<file path="config.mk">
export PLATFORM = sky130hd
export DESIGN_NAME = act_requant_pack
export DESIGN_NICKNAME = d
export VERILOG_FILES = /design/src/rtl/act_requant_pack_pkg.sv /design/src/rtl/act_requant_pack_requant_sat.sv /design/src/rtl/act_requant_pack.sv
export SDC_FILE = /design/constraint.sdc
export NUM_CORES = 1
export LEC_CHECK = 0
export CAP_MARGIN = 20
export CORE_ASPECT_RATIO = 1.75
export CORE_UTILIZATION = 45
export DETAILED_ROUTE_END_ITERATION = 16
export GPL_ROUTABILITY_DRIVEN = 0
export PLACE_DENSITY = 0.77
export SLEW_MARGIN = 40
export SYNTH_ARGS = -nofsm -noshare
export SYNTH_HDL_FRONTEND = slang
export SYNTH_SLANG_ARGS = --single-unit
</file>
<file path="constraint.sdc">
create_clock -name clk -period 2.68 [get_ports clk]
set_clock_uncertainty 0.05 [all_clocks]
set_input_delay 0.536 -clock clk [delete_from_list [all_inputs] [get_ports clk]]
set_output_delay 0.536 -clock clk [all_outputs]
set_load 0.03 [all_outputs]
</file>
<file path="src/rtl/act_requant_pack_pkg.sv">
// Shared types and arithmetic helpers for the accumulator requantise/pack stage.
package act_requant_pack_pkg;

    typedef enum logic {
        COLLECT = 1'b0,
        FULL    = 1'b1
    } state_e;

    function automatic int sat_hi(input int w);
        return (1 <<< (w - 1)) - 1;
    endfunction

    function automatic int sat_lo(input int w);
        return -(1 <<< (w - 1));
    endfunction

    localparam int W_DEF      = 8;
    localparam int SAT_HI_DEF = sat_hi(W_DEF);
    localparam int SAT_LO_DEF = sat_lo(W_DEF);

    // Round half up, arithmetic shift, optional ReLU, saturate; 32-bit headroom covers ACC_WIDTH+1.
    function automatic int requant(input int x, input int shift, input bit relu, input int w);
        int r;
        r = x;
        if (shift > 0) r = x + (1 <<< (shift - 1));
        r = r >>> shift;
        if (relu && r < 0) r = 0;
        if (r > sat_hi(w))      r = sat_hi(w);
        else if (r < sat_lo(w)) r = sat_lo(w);
        return r;
    endfunction

endpackage

</file>
<file path="src/rtl/act_requant_pack_requant_sat.sv">
// Combinational requantiser: signed ACC_WIDTH accumulator down to a saturated W-bit element.
module requant_sat
    import act_requant_pack_pkg::*;
#(
    parameter int ACC_WIDTH = 15,
    parameter int W         = 8,
    parameter int SHIFT     = 4,
    parameter int RELU      = 1
) (
    input  logic signed [ACC_WIDTH-1:0] acc_i,
    output logic        [W-1:0]         q_o
);

    assign q_o = W'(requant(int'(acc_i), SHIFT, RELU != 0, W));

endmodule

</file>
<file path="src/rtl/act_requant_pack.sv">
// Collects NUM_OUT requantised PE results into a flat vector with a valid/ready output.
module act_requant_pack
    import act_requant_pack_pkg::*;
#(
    parameter int NUM_OUT   = 16,
    parameter int W         = 8,
    parameter int ACC_WIDTH = 15,
    parameter int SHIFT     = 4,
    parameter int RELU      = 1,
    parameter int EDGE_MODE = 1
) (
    input  logic                          clk,
    input  logic                          reset,
    input  logic                          clear,
    input  logic                          in_valid,
    input  logic signed [ACC_WIDTH-1:0]   in_data,
    output logic                          in_ready,
    output logic                          out_valid,
    input  logic                          out_ready,
    output logic [W*NUM_OUT-1:0]          out_vector_flat,
    output logic [$clog2(NUM_OUT+1)-1:0]  count,
    output logic                          drop_err
);

    localparam int CW = $clog2(NUM_OUT + 1);

    state_e                       state_q;
    logic [CW-1:0]                cnt_q;
    logic [NUM_OUT-1:0][W-1:0]    vec_q, vec_d;
    logic                         prev_q;
    logic                         drop_q;
    logic [W-1:0]                 elem;
    logic                         evt;
    logic                         accept;

    requant_sat #(
        .ACC_WIDTH (ACC_WIDTH),
        .W         (W),
        .SHIFT     (SHIFT),
        .RELU      (RELU)
    ) u_rq (
        .acc_i (in_data),
        .q_o   (elem)
    );

    // A held PE done level counts once; prev_q tracks in_valid in every state.
    assign evt    = (EDGE_MODE != 0) ? (in_valid && !prev_q) : in_valid;
    assign accept = evt && in_ready;

    assign in_ready        = (state_q == COLLECT);
    assign out_valid       = (state_q == FULL);
    assign out_vector_flat = vec_q;
    assign count           = cnt_q;
    assign drop_err        = drop_q;

    always_comb begin
        vec_d = vec_q;
        for (int k = 0; k < NUM_OUT; k++) begin
            if (accept && cnt_q == CW'(k)) vec_d[k] = elem;
        end
    end

    always_ff @(posedge clk) begin
        if (reset) begin
            state_q <= COLLECT;
            cnt_q   <= '0;
            vec_q   <= '0;
            prev_q  <= 1'b0;
            drop_q  <= 1'b0;
        end else begin
            prev_q <= in_valid;
            if (clear) begin
                state_q <= COLLECT;
                cnt_q   <= '0;
                vec_q   <= '0;
                drop_q  <= 1'b0;
            end else begin
                vec_q <= vec_d;
                case (state_q)
                    COLLECT: begin
                        if (evt) begin
                            cnt_q <= cnt_q + CW'(1);
                            if (cnt_q == CW'(NUM_OUT - 1)) state_q <= FULL;
                        end
                    end
                    FULL: begin
                        // Handshake cycle is still FULL, so an event here is lost too.
                        if (out_ready) begin
                            cnt_q   <= '0;
                            state_q <= COLLECT;
                        end
                        if (evt) drop_q <= 1'b1;
                    end
                    default: state_q <= COLLECT;
                endcase
            end
        end
    end

endmodule

</file>
==> impl_metrics.env, run 1 <==
export IMPL_hold_buffers=0
export IMPL_path_delay_family="buffers and inverters"
export IMPL_fillers=786
export IMPL_first_global_vias=4508
export IMPL_synth_edf_count=0
export IMPL_slowest_delay_ns=0.48
export IMPL_numCtsBuffers=17
export IMPL_worst_slew_pin_slew_ns=0.677
export IMPL_netlist_instances=512
export IMPL_ctsResizeCount=0
export IMPL_worstHoldPathCells=2
export IMPL_layout_drive_gt1_share=0.108
export IMPL_ir_drop_mv=0.619
export IMPL_cp_cell_sequence="clkdlybuf4s50_1 -> buf_4 -> ha_1 -> nand3_1 -> nor4_1 -> buf_4 -> nor3_4 -> a211oi_2 -> buf_12 -> o21ai_0"
export IMPL_fmax_mhz=393
export IMPL_cpMostUsedCell="buf_4"
export IMPL_firstDrtPassIters=4
export IMPL_place_inst=815
export IMPL_hold_violations=0
export IMPL_track_usage=0.273
export IMPL_fp_dieH_um=138
export IMPL_outcome="complete, no violations"
export IMPL_antenna_cells=0
export IMPL_fin_crit_sh=0.950
export IMPL_drc_errors=0
export IMPL_rr_startpoint="out_valid$_SDFF_PP0_"
export IMPL_coreArea_um2=10200
export IMPL_synthesis_nets=539
export IMPL_ys_top_cells_by_count="dfxtp_1 (136), nand2_1 (135), o21ai_0 (94), a21oi_1 (19), o21ai_1 (18)"
export IMPL_synth_area_leader_cell="dfxtp_1"
export IMPL_layout_min_cycle_time_ns=2.55
export IMPL_crit_path_max_fanout=13
export IMPL_whs_ns=0.395
export IMPL_multi_input_area_um2=1910
export IMPL_worst_setup_path_start_kind="input pin"
export IMPL_leakagePower_nw=2.70
export IMPL_cp_buffers_inverters=4
export IMPL_port_buffers=152
export IMPL_instances_no_fill=841
export IMPL_drt_total_wl_um=14300
export IMPL_synth_avg_cell_area_um2=9.24
export IMPL_syn_to_final_growth_pct=52.4
export IMPL_first_iter_violations=201
export IMPL_synth_warnings=0
export IMPL_synth_cell_type_count=37
export IMPL_clock_path_buffers=2
export IMPL_grt_max_degree=25
export IMPL_cts_tree="built"
export IMPL_cts_htree_levels=4
export IMPL_synth_top_area_frac=0.575
export IMPL_p_per_area_nw_per_um2=613
export IMPL_antenna_left=0
export IMPL_crit_required_ns=2.91
export IMPL_viasPerCell=5.29
export IMPL_fin_nets=734
export IMPL_rsz0062_at_grt="true"
export IMPL_clock_root_buffer="clkbuf_16"
export IMPL_start_util=0.462
export IMPL_post_drt_wl_per_cell_um=17.0
export IMPL_clk_pin_slew_worst_paths_ns=0.05
export IMPL_drv_slew=0
export IMPL_synth_most_common_cell="dfxtp_1"
export IMPL_whs_endpoint="out_vector_flat[14]$_SDFFE_PP0P_"
export IMPL_pin_count=156
export IMPL_dieArea_um2=10900
export IMPL_post_cts_buffers=0
export IMPL_overflow=0
export IMPL_vias=4448
export IMPL_rows=49
export IMPL_r2r_worst_path_cells=5
export IMPL_worstPathArrival_ns=2.78
export IMPL_min_from="out_vector_flat[14]$_SDFFE_PP0P_"
export IMPL_ys_top_cells_by_area="dfxtp_1 (58%), nand2_1 (11%), o21ai_0 (9.9%)"
export IMPL_slowest_stage="clkdlybuf4s50_1"
export IMPL_ys_ff_latch=136
export IMPL_r2r_end="out_vector_flat[104]$_SDFFE_PP0P_"
export IMPL_worst_setup_path_end_kind="flop"
export IMPL_die_w_um=79.5
export IMPL_cts_sinks=136
export IMPL_synth_seq_area_share=0.575
export IMPL_seqCellArea_um2=2720
export IMPL_relSlewSlack=0.540
export IMPL_rrSetupSlack_ns=0.63
export IMPL_ys_flop_type="dfxtp_1"
export IMPL_antenna_found_initial=0
export IMPL_clk_latency_ns=0.41
export IMPL_synth_area_um2=4730
export IMPL_critPathKind="input pin to flop"
export IMPL_max_cap_violations=0
export IMPL_grt_pass1_wl_um=22400
export IMPL_hp_class="flop to flop"
export IMPL_place_detailed_hpwl_um=10300
export IMPL_ys_async_sr_fraction=0
export IMPL_setup_violations=0
[cells in the final DEF (no fill, tap or decap), drive strengths merged, types with 5 or more instances in the layout]
| master | netlist | layout |
|---|---|---|
| o21ai | 112 | 112 |
| buf | 8 | 36 |
| nand2 | 135 | 135 |
| a211oi | 7 | 7 |
| nor2b | 9 | 9 |
| a21oi | 19 | 19 |
| nor3b | 5 | 5 |
| nor2 | 9 | 9 |
| dfxtp | 136 | 136 |
| nand3 | 5 | 5 |
| and2 | 17 | 17 |
| ha | 7 | 7 |
| nor3 | 5 | 5 |
| clkbuf | 4 | 21 |
| clkdlybuf4s50 | 0 | 152 |
| inv | 6 | 6 |
[report_power, final]
| part | internal [mW] | total [mW] | switching [mW] |
|---|---|---|---|
| registers | 2.03 | 2.03 | 0.00403 |
| clock network | 1.41 | 2.20 | 0.794 |
| logic | 0.0768 | 0.190 | 0.113 |
| total | 3.51 | 4.42 | 0.911 |
[cell families after synthesis]
family          synth area share
simple gates               0.200
compound gates             0.166
flops                      0.575
buf+inv                   0.0256
xor+xnor                  0.0130
fa+ha+maj                 0.0185
mux                      0.00212
[through the flow]
step / TNS (ns) / util / total power [mW] / worst slack, ns / cell area (µm²)
final: 0 / 0.704 / 4.42 / 0.134 / 7210
after CTS: 0 / 0.702 / 4.43 / 0.0285 / 7190
after global routing: -0.00403 / 0.704 / 4.53 / -0.00403 / 7210
after global placement: -26.94 / 0.649 / 2.26 / -0.292 / 6650
after floorplan: 0 / - / 2.17 / 0.415 / 4730
after detailed placement: -33.37 / 0.649 / 2.26 / -0.387 / 6650
[layout make-up]
cell class,count,area share
clock buffer,21,0.0652
clock inverter,5,0.0104
timing repair buffer,188,0.257
sequential,136,0.378
tap,127,0.0220
multi-input combinational,358,0.264
inverter,6,0.00312
[tightest hold or removal path, delay by kind of cell, from the launching register on]
family | cells | cell delay (ns)
AND/OR/NAND/NOR | 1 | 0.05
AO/OA/AOI/OAI | 1 | 0.05
flip-flops | 1 | 0.30
[sequential cells by signal (all words and copies together), names as in the netlist]
register,count
prev_q,1
count,5
out_valid,1
out_vector_flat,128
drop_err,1
[how the worst max path moves through the flow]
stage	start	endpoint	slack, ns	cells after the start
final	in_data[3]	out_vector_flat[8]$_SDFFE_PP0P_	0.13	10
after floorplan	in_data[3]	out_vector_flat[54]$_SDFFE_PP0P_	0.42	7
after global placement	in_data[3]	out_vector_flat[92]$_SDFFE_PP0P_	-0.29	8
after detailed placement	in_data[3]	out_vector_flat[21]$_SDFFE_PP0P_	-0.39	8
after global routing	in_data[3]	out_vector_flat[89]$_SDFFE_PP0P_	-0.004	10
after CTS	in_data[3]	out_vector_flat[21]$_SDFFE_PP0P_	0.03	8
[layer usage]
metal	vias up	share of wire	global-route usage
li1	2120	-	-
met1	2119	0.36	0.274
met2	173	0.56	0.512
met3	36	0.048	0.0616
met4	0	0.033	0.138
met5	-	0	0
No activity file was read; power rests on OpenSTA's default activity.
==> run 2: changes to the inputs <==
ABC_AREA = 1   (was default)
CORE_UTILIZATION = 50   (was 45)
PLACE_DENSITY = 0.79   (was 0.77)
==> run 2 against run 1 <==
  * Synthesized cell count rose by 78%
  * Combinational power increased by 90%
  * Non-clock buffer count up 13
  * Critical path depth up 2
  * Sequential cell count did not move
  * Global-route usage fell by 0.82 points
  * Sequential power is essentially flat
  * Routed wire length grew 15%
  * Critical path type unchanged
==> impl_metrics.env, run 2 <==
export IMPL_synth_warnings=0
export IMPL_critPathKind="input pin to flop"
export IMPL_port_buffers=152
export IMPL_crit_path_max_fanout=48
export IMPL_post_drt_wl_per_cell_um=13.1
export IMPL_ys_top_cells_by_count="nor2_1 (250), nand2_1 (158), dfxtp_1 (136), inv_1 (134), nand3_1 (89)"
export IMPL_slowest_stage="clkdlybuf4s50_1"
export IMPL_ys_top_cells_by_area="dfxtp_1 (43%), nor2_1 (15%), nand2_1 (9.4%)"
export IMPL_max_cap_violations=0
export IMPL_first_global_vias=5629
export IMPL_grt_pass1_wl_um=26500
export IMPL_firstDrtPassIters=7
export IMPL_largest_reg_flops=128
export IMPL_antenna_cells=0
export IMPL_cts_sinks=136
export IMPL_ir_drop_mv=0.442
export IMPL_fmax_mhz=441
export IMPL_drt_total_wl_um=16400
export IMPL_met1_length_um=6690
export IMPL_top_layer="met4"
export IMPL_fin_crit_sh=0.846
export IMPL_dieArea_um2=13000
export IMPL_synth_area_um2=6280
export IMPL_synth_avg_cell_area_um2=6.90
export IMPL_cts_tree="built"
export IMPL_pin_count=156
export IMPL_ys_flop_type="dfxtp_1"
export IMPL_fin_nets=1107
export IMPL_drv_slew=0
export IMPL_layout_drive_gt1_share=0.125
export IMPL_slowest_delay_ns=0.55
export IMPL_leakagePower_nw=3.97
export IMPL_worst_slew_pin_slew_ns=0.504
export IMPL_viasPerCell=4.86
export IMPL_ys_async_sr_fraction=0
export IMPL_final_cell_mix="nor2_1 (249), nand2_1 (158), clkdlybuf4s50_1 (152)"
export IMPL_relSlewSlack=0.664
export IMPL_layout_commonest_cell="nor2_1"
export IMPL_worst_setup_path_end_kind="flop"
export IMPL_fp_dieH_um=150
export IMPL_syn_to_final_growth_pct=39.2
export IMPL_clk_latency_ns=0.41
export IMPL_layout_min_cycle_time_ns=2.27
export IMPL_setup_violations=0
export IMPL_ys_ff_latch=136
export IMPL_hp_class="flop to flop"
export IMPL_worstPathArrival_ns=2.52
export IMPL_antenna_left=0
export IMPL_vias=6101
export IMPL_rsz0062_at_grt="false"
export IMPL_synth_cell_type_count=27
export IMPL_wl_met2_um=8680
export IMPL_synth_top_area_frac=0.434
export IMPL_place_detailed_hpwl_um=11100
export IMPL_worst_setup_path_start_kind="input pin"
export IMPL_synth_area_leader_cell="dfxtp_1"
export IMPL_cp_cell_sequence="clkdlybuf4s50_1 -> ha_1 -> nand3_1 -> nor2_1 -> nand3_1 -> nand3_1 -> nand2_1 -> nor2_4 -> buf_12 -> nand3_1 -> nand2_1 -> inv_1"
export IMPL_place_ws_ns=0.0195
export IMPL_synthesis_nets=937
export IMPL_antenna_found_initial=0
export IMPL_numCtsBuffers=17
export IMPL_crit_required_ns=2.94
export IMPL_synth_edf_count=0
export IMPL_p_per_area_nw_per_um2=528
export IMPL_first_iter_violations=291
export IMPL_hold_buffers=0
export IMPL_clk_pin_slew_worst_paths_ns=0.06
export IMPL_track_usage=0.265
export IMPL_die_w_um=86.7
export IMPL_start_util=0.517
export IMPL_synth_most_common_cell="nor2_1"
export IMPL_coreArea_um2=12100
export IMPL_cts_htree_levels=4
export IMPL_rows=53
export IMPL_grt_max_degree=63
export IMPL_clock_root_buffer="clkbuf_16"
export IMPL_fin_ws_ns=0.413
export IMPL_clock_path_buffers=2
export IMPL_drc_errors=0
export IMPL_rrSetupSlack_ns=0.94
export IMPL_hold_violations=0
export IMPL_post_cts_buffers=0
export IMPL_synth_seq_area_share=0.434
export IMPL_cpMostUsedCell="nand3_1"
export IMPL_outcome="complete, no violations"
export IMPL_overflow=0
export IMPL_wl_met3_um=661
export IMPL_ctsResizeCount=0
export IMPL_tns_ns=0
export IMPL_netlist_instances=910
[run 2: cell types whose count changed in the layout (fill, tap and decap cells not counted), sizes merged, moves of 9 or more]
cell,change
nand3,+124
inv,+129
buf,+13
nand2,+26
a21oi,-13
and2,-17
nor2,+249
nor2b,-9
o21ai,-108
[run 2: worst paths after layout]
kind,start,endpoint,cells after the start
max,in_data[3],out_vector_flat[24]$_SDFFE_PP0P_,12
max reg2reg,count[1]$_SDFFE_PP0P_,out_vector_flat[125]$_SDFFE_PP0P_,11
min,out_vector_flat[95]$_SDFFE_PP0P_,out_vector_flat[95]$_SDFFE_PP0P_,2
min reg2reg,out_vector_flat[95]$_SDFFE_PP0P_,out_vector_flat[95]$_SDFFE_PP0P_,2
[run 2: kinds of logic after synthesis]
kind of cell             count (synthesis)  share of synthesized area
AO/OA/AOI/OAI                           20                     0.0199
XOR/XNOR                                 1                    0.00140
adder cells (fa/ha/maj)                  7                     0.0140
buffers and inverters                  185                      0.127
flip-flops                             136                      0.434
AND/OR/NAND/NOR                        561                      0.404
[run 2: where the power goes]
group          internal (mW)  switching [mW]  total, mW
logic                  0.130           0.231      0.361
registers               2.03         0.00567       2.04
clock network           1.35           0.859       2.21
[run 2: worst max-delay path, delay by kind of cell]
family	cells	cell delay [ns]
AND/OR/NAND/NOR	8	0.93
adder cells (fa/ha/maj)	1	0.17
buffers and inverters	3	0.84
[run 2: cell type report]
class	instances	area (µm²)
Tap cell	165	206
Sequential cell	136	2720
Fill cell	984	3400
Clock inverter	12	129
Timing Repair Buffer	201	1980
Inverter	135	508
Multi-Input combinational cell	589	2760
Clock buffer	18	429
[run 2: metal layers]
layer | vias to the layer above | GRT usage
met5 | - | 0
met4 | 0 | 0.121
met1 | 2793 | 0.297
met2 | 196 | 0.475
met3 | 25 | 0.0521
li1 | 3087 | -
[run 2: through the flow]
step | power, mW | cell area (µm²) | std cells | hold slack [ns] | utilization
3_5_place_dp | 2.44 | 8180 | 1226 | 0.384 | 0.674
2_1_floorplan | 2.29 | 6280 | 910 | 0.437 | -
3_3_place_gp | 2.44 | 8180 | 1226 | 0.380 | 0.674
5_1_grt | 4.76 | 8740 | 1256 | 0.398 | 0.720
4_1_cts | 4.65 | 8740 | 1256 | 0.393 | 0.720
6_report | 4.61 | 8740 | 1256 | 0.391 | 0.720
